`config.mk`:
```
export PLATFORM = sky130hd
export DESIGN_NAME = video_timing_gen
export DESIGN_NICKNAME = d
export VERILOG_FILES = /design/src/rtl/graphics_package.sv /design/src/rtl/sync_delay_line.sv /design/src/rtl/video_timing_gen.sv
export SDC_FILE = /design/constraint.sdc
export NUM_CORES = 1
export LEC_CHECK = 0
export CORE_MARGIN = 10
export CORE_UTILIZATION = 25
export CTS_CLUSTER_DIAMETER = 150
export CTS_CLUSTER_SIZE = 30
export DETAILED_ROUTE_END_ITERATION = 6
export GPL_ROUTABILITY_DRIVEN = 0
export SLEW_MARGIN = 20
export SYNTH_ARGS = -nofsm -noshare
export SYNTH_HDL_FRONTEND = slang
export SYNTH_HIERARCHICAL = 1
export SYNTH_SLANG_ARGS = --single-unit
```
`constraint.sdc`:
```
create_clock -name pix_clk -period 4.73 [get_ports pix_clk]
set_input_delay 0.473 -clock pix_clk [delete_from_list [all_inputs] [get_ports pix_clk]]
set_output_delay 0.473 -clock pix_clk [all_outputs]
set_load 0.1 [all_outputs]
```
`src/rtl/graphics_package.sv`:
```
// graphics_package: shared 640x480 raster timing and the
// sync bundle that travels alongside rendered pixels.
package graphics_package;

  localparam int H_ACTIVE = 640;
  localparam int H_FP     = 16;
  localparam int H_SYNC   = 96;
  localparam int H_BP     = 48;
  localparam int V_ACTIVE = 480;
  localparam int V_FP     = 10;
  localparam int V_SYNC   = 2;
  localparam int V_BP     = 33;

  localparam int H_TOTAL = H_ACTIVE + H_FP + H_SYNC + H_BP;
  localparam int V_TOTAL = V_ACTIVE + V_FP + V_SYNC + V_BP;

  typedef struct packed {
    logic hs;
    logic vs;
    logic de;
  } sync_t;

  // v inside [lo, lo+len)
  function automatic logic in_range(int v, int lo, int len);
    return (v >= lo) && (v < lo + len);
  endfunction

endpackage

```
`src/rtl/sync_delay_line.sv`:
```
// sync_delay_line: DEPTH-stage en-gated shift of a sync_t bundle.
// Ports: clk_i, rst_ni (async, loads RST_VAL), en_i, d_i, q_o.
module sync_delay_line
  import graphics_package::*;
#(
  parameter int    DEPTH   = 2,
  parameter sync_t RST_VAL = '0
) (
  input  logic  clk_i,
  input  logic  rst_ni,
  input  logic  en_i,
  input  sync_t d_i,
  output sync_t q_o
);

  if (DEPTH == 0) begin : g_pass
    logic unused;
    assign unused = ^{clk_i, rst_ni, en_i};
    assign q_o    = d_i;
  end else begin : g_pipe
    sync_t stg_q [DEPTH];

    always_ff @(posedge clk_i or negedge rst_ni) begin
      if (!rst_ni) begin
        for (int i = 0; i < DEPTH; i++) begin
          stg_q[i] <= RST_VAL;
        end
      end else if (en_i) begin
        stg_q[0] <= d_i;
        for (int i = 1; i < DEPTH; i++) begin
          stg_q[i] <= stg_q[i-1];
        end
      end
    end

    assign q_o = stg_q[DEPTH-1];
  end

endmodule

```
`src/rtl/video_timing_gen.sv`:
```
// video_timing_gen: raster counters, active/line/frame decode and
// hsync/vsync/de delayed by PIPE_DELAY to line up with renderer RGB.
// Ports: pix_clk, rst_n (async), en; pos_x, pos_y, active,
// line_start, frame_start (undelayed); hsync, vsync, de (delayed).
module video_timing_gen #(
  parameter int H_ACTIVE   = graphics_package::H_ACTIVE,
  parameter int H_FP       = graphics_package::H_FP,
  parameter int H_SYNC     = graphics_package::H_SYNC,
  parameter int H_BP       = graphics_package::H_BP,
  parameter int V_ACTIVE   = graphics_package::V_ACTIVE,
  parameter int V_FP       = graphics_package::V_FP,
  parameter int V_SYNC     = graphics_package::V_SYNC,
  parameter int V_BP       = graphics_package::V_BP,
  parameter bit HS_POL     = 1'b0,
  parameter bit VS_POL     = 1'b0,
  parameter int PIPE_DELAY = 2,
  localparam int H_TOTAL = H_ACTIVE + H_FP + H_SYNC + H_BP,
  localparam int V_TOTAL = V_ACTIVE + V_FP + V_SYNC + V_BP,
  localparam int X_W     = $clog2(H_TOTAL),
  localparam int Y_W     = $clog2(V_TOTAL)
) (
  input  logic           pix_clk,
  input  logic           rst_n,
  input  logic           en,
  output logic [X_W-1:0] pos_x,
  output logic [Y_W-1:0] pos_y,
  output logic           active,
  output logic           line_start,
  output logic           frame_start,
  output logic           hsync,
  output logic           vsync,
  output logic           de
);

  if (H_FP < 1 || H_SYNC < 1 || H_BP < 1 ||
      V_FP < 1 || V_SYNC < 1 || V_BP < 1) begin : g_bad_timing
    $error("video_timing_gen: porch/sync widths must be >= 1");
  end
  if (PIPE_DELAY < 0 || PIPE_DELAY > 8) begin : g_bad_delay
    $error("video_timing_gen: PIPE_DELAY must be 0..8");
  end

  localparam int HS_BEG = H_ACTIVE + H_FP;
  localparam int VS_BEG = V_ACTIVE + V_FP;

  localparam graphics_package::sync_t IDLE = '{
    hs: ~HS_POL,
    vs: ~VS_POL,
    de: 1'b0
  };

  logic [X_W-1:0] h_q, h_d;
  logic [Y_W-1:0] v_q, v_d;
  logic           h_last, v_last;

  assign h_last = (h_q == X_W'(H_TOTAL - 1));
  assign v_last = (v_q == Y_W'(V_TOTAL - 1));

  always_comb begin
    h_d = h_q;
    v_d = v_q;
    if (en) begin
      h_d = h_last ? '0 : h_q + 1'b1;
      if (h_last) begin
        v_d = v_last ? '0 : v_q + 1'b1;
      end
    end
  end

  always_ff @(posedge pix_clk or negedge rst_n) begin
    if (!rst_n) begin
      h_q <= '0;
      v_q <= '0;
    end else begin
      h_q <= h_d;
      v_q <= v_d;
    end
  end

  logic h_act, v_act, hs_on, vs_on;
  graphics_package::sync_t raw, dly;

  assign h_act = int'(h_q) < H_ACTIVE;
  assign v_act = int'(v_q) < V_ACTIVE;
  assign hs_on = graphics_package::in_range(int'(h_q), HS_BEG, H_SYNC);
  assign vs_on = graphics_package::in_range(int'(v_q), VS_BEG, V_SYNC);

  assign raw.hs = hs_on ? HS_POL : ~HS_POL;
  assign raw.vs = vs_on ? VS_POL : ~VS_POL;
  assign raw.de = h_act && v_act;

  sync_delay_line #(
    .DEPTH   (PIPE_DELAY),
    .RST_VAL (IDLE)
  ) u_dly (
    .clk_i  (pix_clk),
    .rst_ni (rst_n),
    .en_i   (en),
    .d_i    (raw),
    .q_o    (dly)
  );

  assign pos_x       = h_q;
  assign pos_y       = v_q;
  assign active      = raw.de;
  assign line_start  = (h_q == '0);
  assign frame_start = (h_q == '0) && (v_q == '0);
  assign hsync       = dly.hs;
  assign vsync       = dly.vs;
  assign de          = dly.de;

endmodule

```
==> metrics.md <==
| Metric | Value |
|---|---|
| Global-route total usage across every layer | 0.0760 |
| Cell Area, Synth | 1420 um2 |
| Largest family of logic cells by synthesized area | simple AND/OR/NAND/NOR gates |
| Wirelength, routed | 3.37 mm |
| Kind of start point of the critical path | flop |
| Wire length of the first global-routing pass | 5.51 mm |
| DR vias | 1087 |
| Syn_area_per_cell | 10.4 um2 |
| Type of the worst setup path | reg2out |
| Synthesis-to-layout area growth | 29.0% |
| Power Density | 420 nW/um2 |
| DR iter-0 viols | 106 |
| Compound-Gate Fraction of Synth Area | 0.0598 |
| Number of antenna violations at the first check in global routing | 0 |
| Count of flip-flops with a built-in enable after synthesis | 0 |
| Setup repair after global routing missed its margin | false |
| Number of placement rows | 27 |
| Peak VDD IR | 0.216 mV |
| Net count of the finished layout | 171 |
| Cell variety after synth | 36 |
| Multiplexer area fraction after synthesis | 0.0844 |
| Max Buffers Root-to-Sink | 2 |
| Sum of net half-perimeters after detailed placement | around 2.5 mm |
| Adder-cell share of the synthesized area | 0.0352 |
| Initial core utilization | 0.258 |
| Worst-margin pin slew | 1010 ps |
| Worst Setup End Kind | output port |
| Total of hold buffers inserted after clock tree synthesis | 0 |
| Final worst-path cycle share | 0.724 |
| Total negative slack for setup checks | 0 ps |
| Global route overflow | 0 |
| Static Leakage | 0.789 nW |
| Number of CTS-inserted buffers | 3 |
| Wire length per cell | 14.3 um |
| Number of global-route vias before repair | roughly 1.1k |
| Clock-pin slew on the worst setup and hold paths | 100 ps |
| Final Hold Fails | 0 |
| Critical-path cell with the highest stage delay | clkdlybuf4s50_1 |
| Clock period minus final worst setup slack | 3420 ps |
| Pin count of the biggest net entering global routing | 27 |
| Worst Hold Margin | 519 ps |
| Pins over their slew limit | 0 |
| Antenna viol nets, final | 0 |
| Signal arrival time at the worst endpoint | 2950 ps |
| Fraction of layout cells with a size suffix above 1 | 0.117 |
| Register bit total from synthesis | 26 |
| # Post-CTS Setup Buffers | 0 |
| Number of remaining DRC errors | 0 |
| Worst rel slew slack | 0.325 |
| Ordered cell list for the critical path | or4_1 -> nor4_4 -> and4_1 -> clkdlybuf4s50_1 |
| Post-Syn Instances | between 100 and 150 |
| Height of the die | 95.4 um |
| Clock latency of the later-clocked register in the worst-skew pair | 280 ps |
| Worst Skew | between 2 and 3 ps |
| Floorplan die area | 9110 um2 |
| Seq/Total Area, Yosys | 0.461 |
| Flip-flop cell with the highest count after synthesis | dfrtp_1 |
| CP Data Required Time | 4260 ps |
| Total setup violations reported at the end of the flow | 0 |
| Leading cell types in the layout, fill and taps excluded | clkdlybuf4s50_1, dfrtp_1, nand2_1 |
| I/O Pins | 29 |
| Sink count of the clock tree | 26 |
| Max H-tree Level | 1 |
| Result of the run | completed |
| Placeable core region | 5510 um2 |
| Yosys Warn Count | 6 |
| Root buffer cell | clkbuf_8 |
| Number of inserted diodes | 0 |
| Simple-gate share of the synthesized area | 0.246 |
| Power after layout | just under 800 uW |
| Commonest non-fill, non-tap cell in the layout | clkdlybuf4s50_1 |
| Pre-Repair DR Iteration Count | 4 |
| TritonCTS clock tree | done |
| Drt via density | 4.63 |
| Timing-limited maximum frequency | ~0.29 GHz |
| Share of flip-flops with an asynchronous set or reset after synthesis | 1.00 |
| Post-Synth XOR/XNOR Area | 0.0616 |
| CP peak stage delay | 1140 ps |
| Horizontal die dimension | around 95 um |
| Type of the tightest min-delay check | reg2reg |
| Synthesized netlist net count | 144 |
| Worst-path maximum fanout | 9 |
| Gates resized, CTS repair | 0 |
| Number of port buffers | 28 |
| Max-Cap Viols | 0 |
-- metrics by stage --
step / util / cells / worst slack [ps] / cell area (um2)
after floorplan: - / 137 / 597 / 1440
after global placement: 0.320 / 231 / 1610 / 1760
after detailed placement: 0.320 / 231 / 1600 / 1760
after CTS: 0.333 / 235 / 1280 / 1840
after global routing: 0.333 / 235 / 1240 / 1840
final: 0.333 / 235 / 1310 / 1840
-- cells by family (layout without fill, tap and decap cells) --
group                    Yosys count  count (layout)
AO/OA/AOI/OAI                     12              12
XOR/XNOR                          10              10
adder cells (fa/ha/maj)            4               4
buffers and inverters             13              39
flip-flops                        26              26
multiplexers                       9               9
AND/OR/NAND/NOR                   63              63
-- power by group --
group / total [mW] / internal, mW / switching, mW / leakage (nW)
clock: 0.190 / 0.113 / 0.0770 / 0.0357
sequential: 0.281 / 0.243 / 0.0379 / 0.312
combinational: 0.300 / 0.0727 / 0.227 / 0.441
total: 0.771 / 0.429 / 0.342 / 0.789
-- worst max-delay path: cells and delay by family (launching register included) --
| kind | cells | cell delay (ps) |
|---|---|---|
| buf+inv | 1 | 1140 |
| flops | 1 | 470 |
| simple gates | 3 | 1060 |
-- layer usage --
metal / GRT usage / wire [um] / share of wire / vias to the layer above
li1: - / - / - / 543
met1: 0.0950 / 1570 / 0.47 / 518
met2: 0.123 / 1530 / 0.45 / 24
met3: 0.0314 / 256 / 0.076 / 2
met4: 0.0111 / 10 / 0.0030 / 0
met5: 0 / 0 / 0 / -
-- worst paths after layout --
| kind | startpoint | to | slack, ps | cells past startpoint |
|---|---|---|---|---|
| max | pos_x[4] | frame_start | 1310 | 4 |
| min | u_dly/g_pipe.stg_q[3] | u_dly/q_o[0] | 520 | 1 |
| max reg2reg | pos_x[6] | pos_y[9] | 2450 | 4 |
| min reg2reg | u_dly/g_pipe.stg_q[3] | u_dly/q_o[0] | 520 | 1 |
| max in group asynchronous | rst_n | u_dly/g_pipe.stg_q[4] | 3870 | 2 |
| min in group asynchronous | rst_n | pos_x[2] | 560 | 2 |
-- flip-flops by register name, summed over array words and instances, names as in the netlist --
name / count
pos_x: 10
pos_y: 10
u_dly/g_pipe.stg_q: 3
u_dly/q_o: 3
-- area by class of cell --
type | instances | area (um2)
repair buffers | 29 | 288
clock inverters | 1 | 30.0
fillers | 564 | 3670
inverters | 6 | 22.5
flip-flops and latches | 26 | 656
well taps | 72 | 90.1
clock buffers | 3 | 41.3
multi-input cells | 98 | 708
-- cells in the mapped netlist, types with 2 or more instances --
master | instances | share of area
mux2i_1 | 3 | 0.021
dfstp_2 | 4 | 0.074
or4_1 | 2 | 0.011
a21oi_1 | 2 | 0.0070
inv_1 | 6 | 0.016
nor2_1 | 8 | 0.021
nor4_1 | 3 | 0.013
buf_4 | 4 | 0.021
and3_1 | 2 | 0.0088
dfrtp_1 | 22 | 0.39
ha_1 | 4 | 0.035
and4_1 | 4 | 0.025
buf_2 | 2 | 0.0070
nand3_1 | 11 | 0.039
xnor2_1 | 5 | 0.031
nor3_1 | 3 | 0.011
mux2_4 | 6 | 0.063
o21ai_0 | 4 | 0.014
xor2_1 | 5 | 0.031
or3_1 | 3 | 0.013
nor2b_1 | 2 | 0.0088
nand2_1 | 13 | 0.034
nand4_1 | 6 | 0.026
Power figures use the tool's default switching activity.
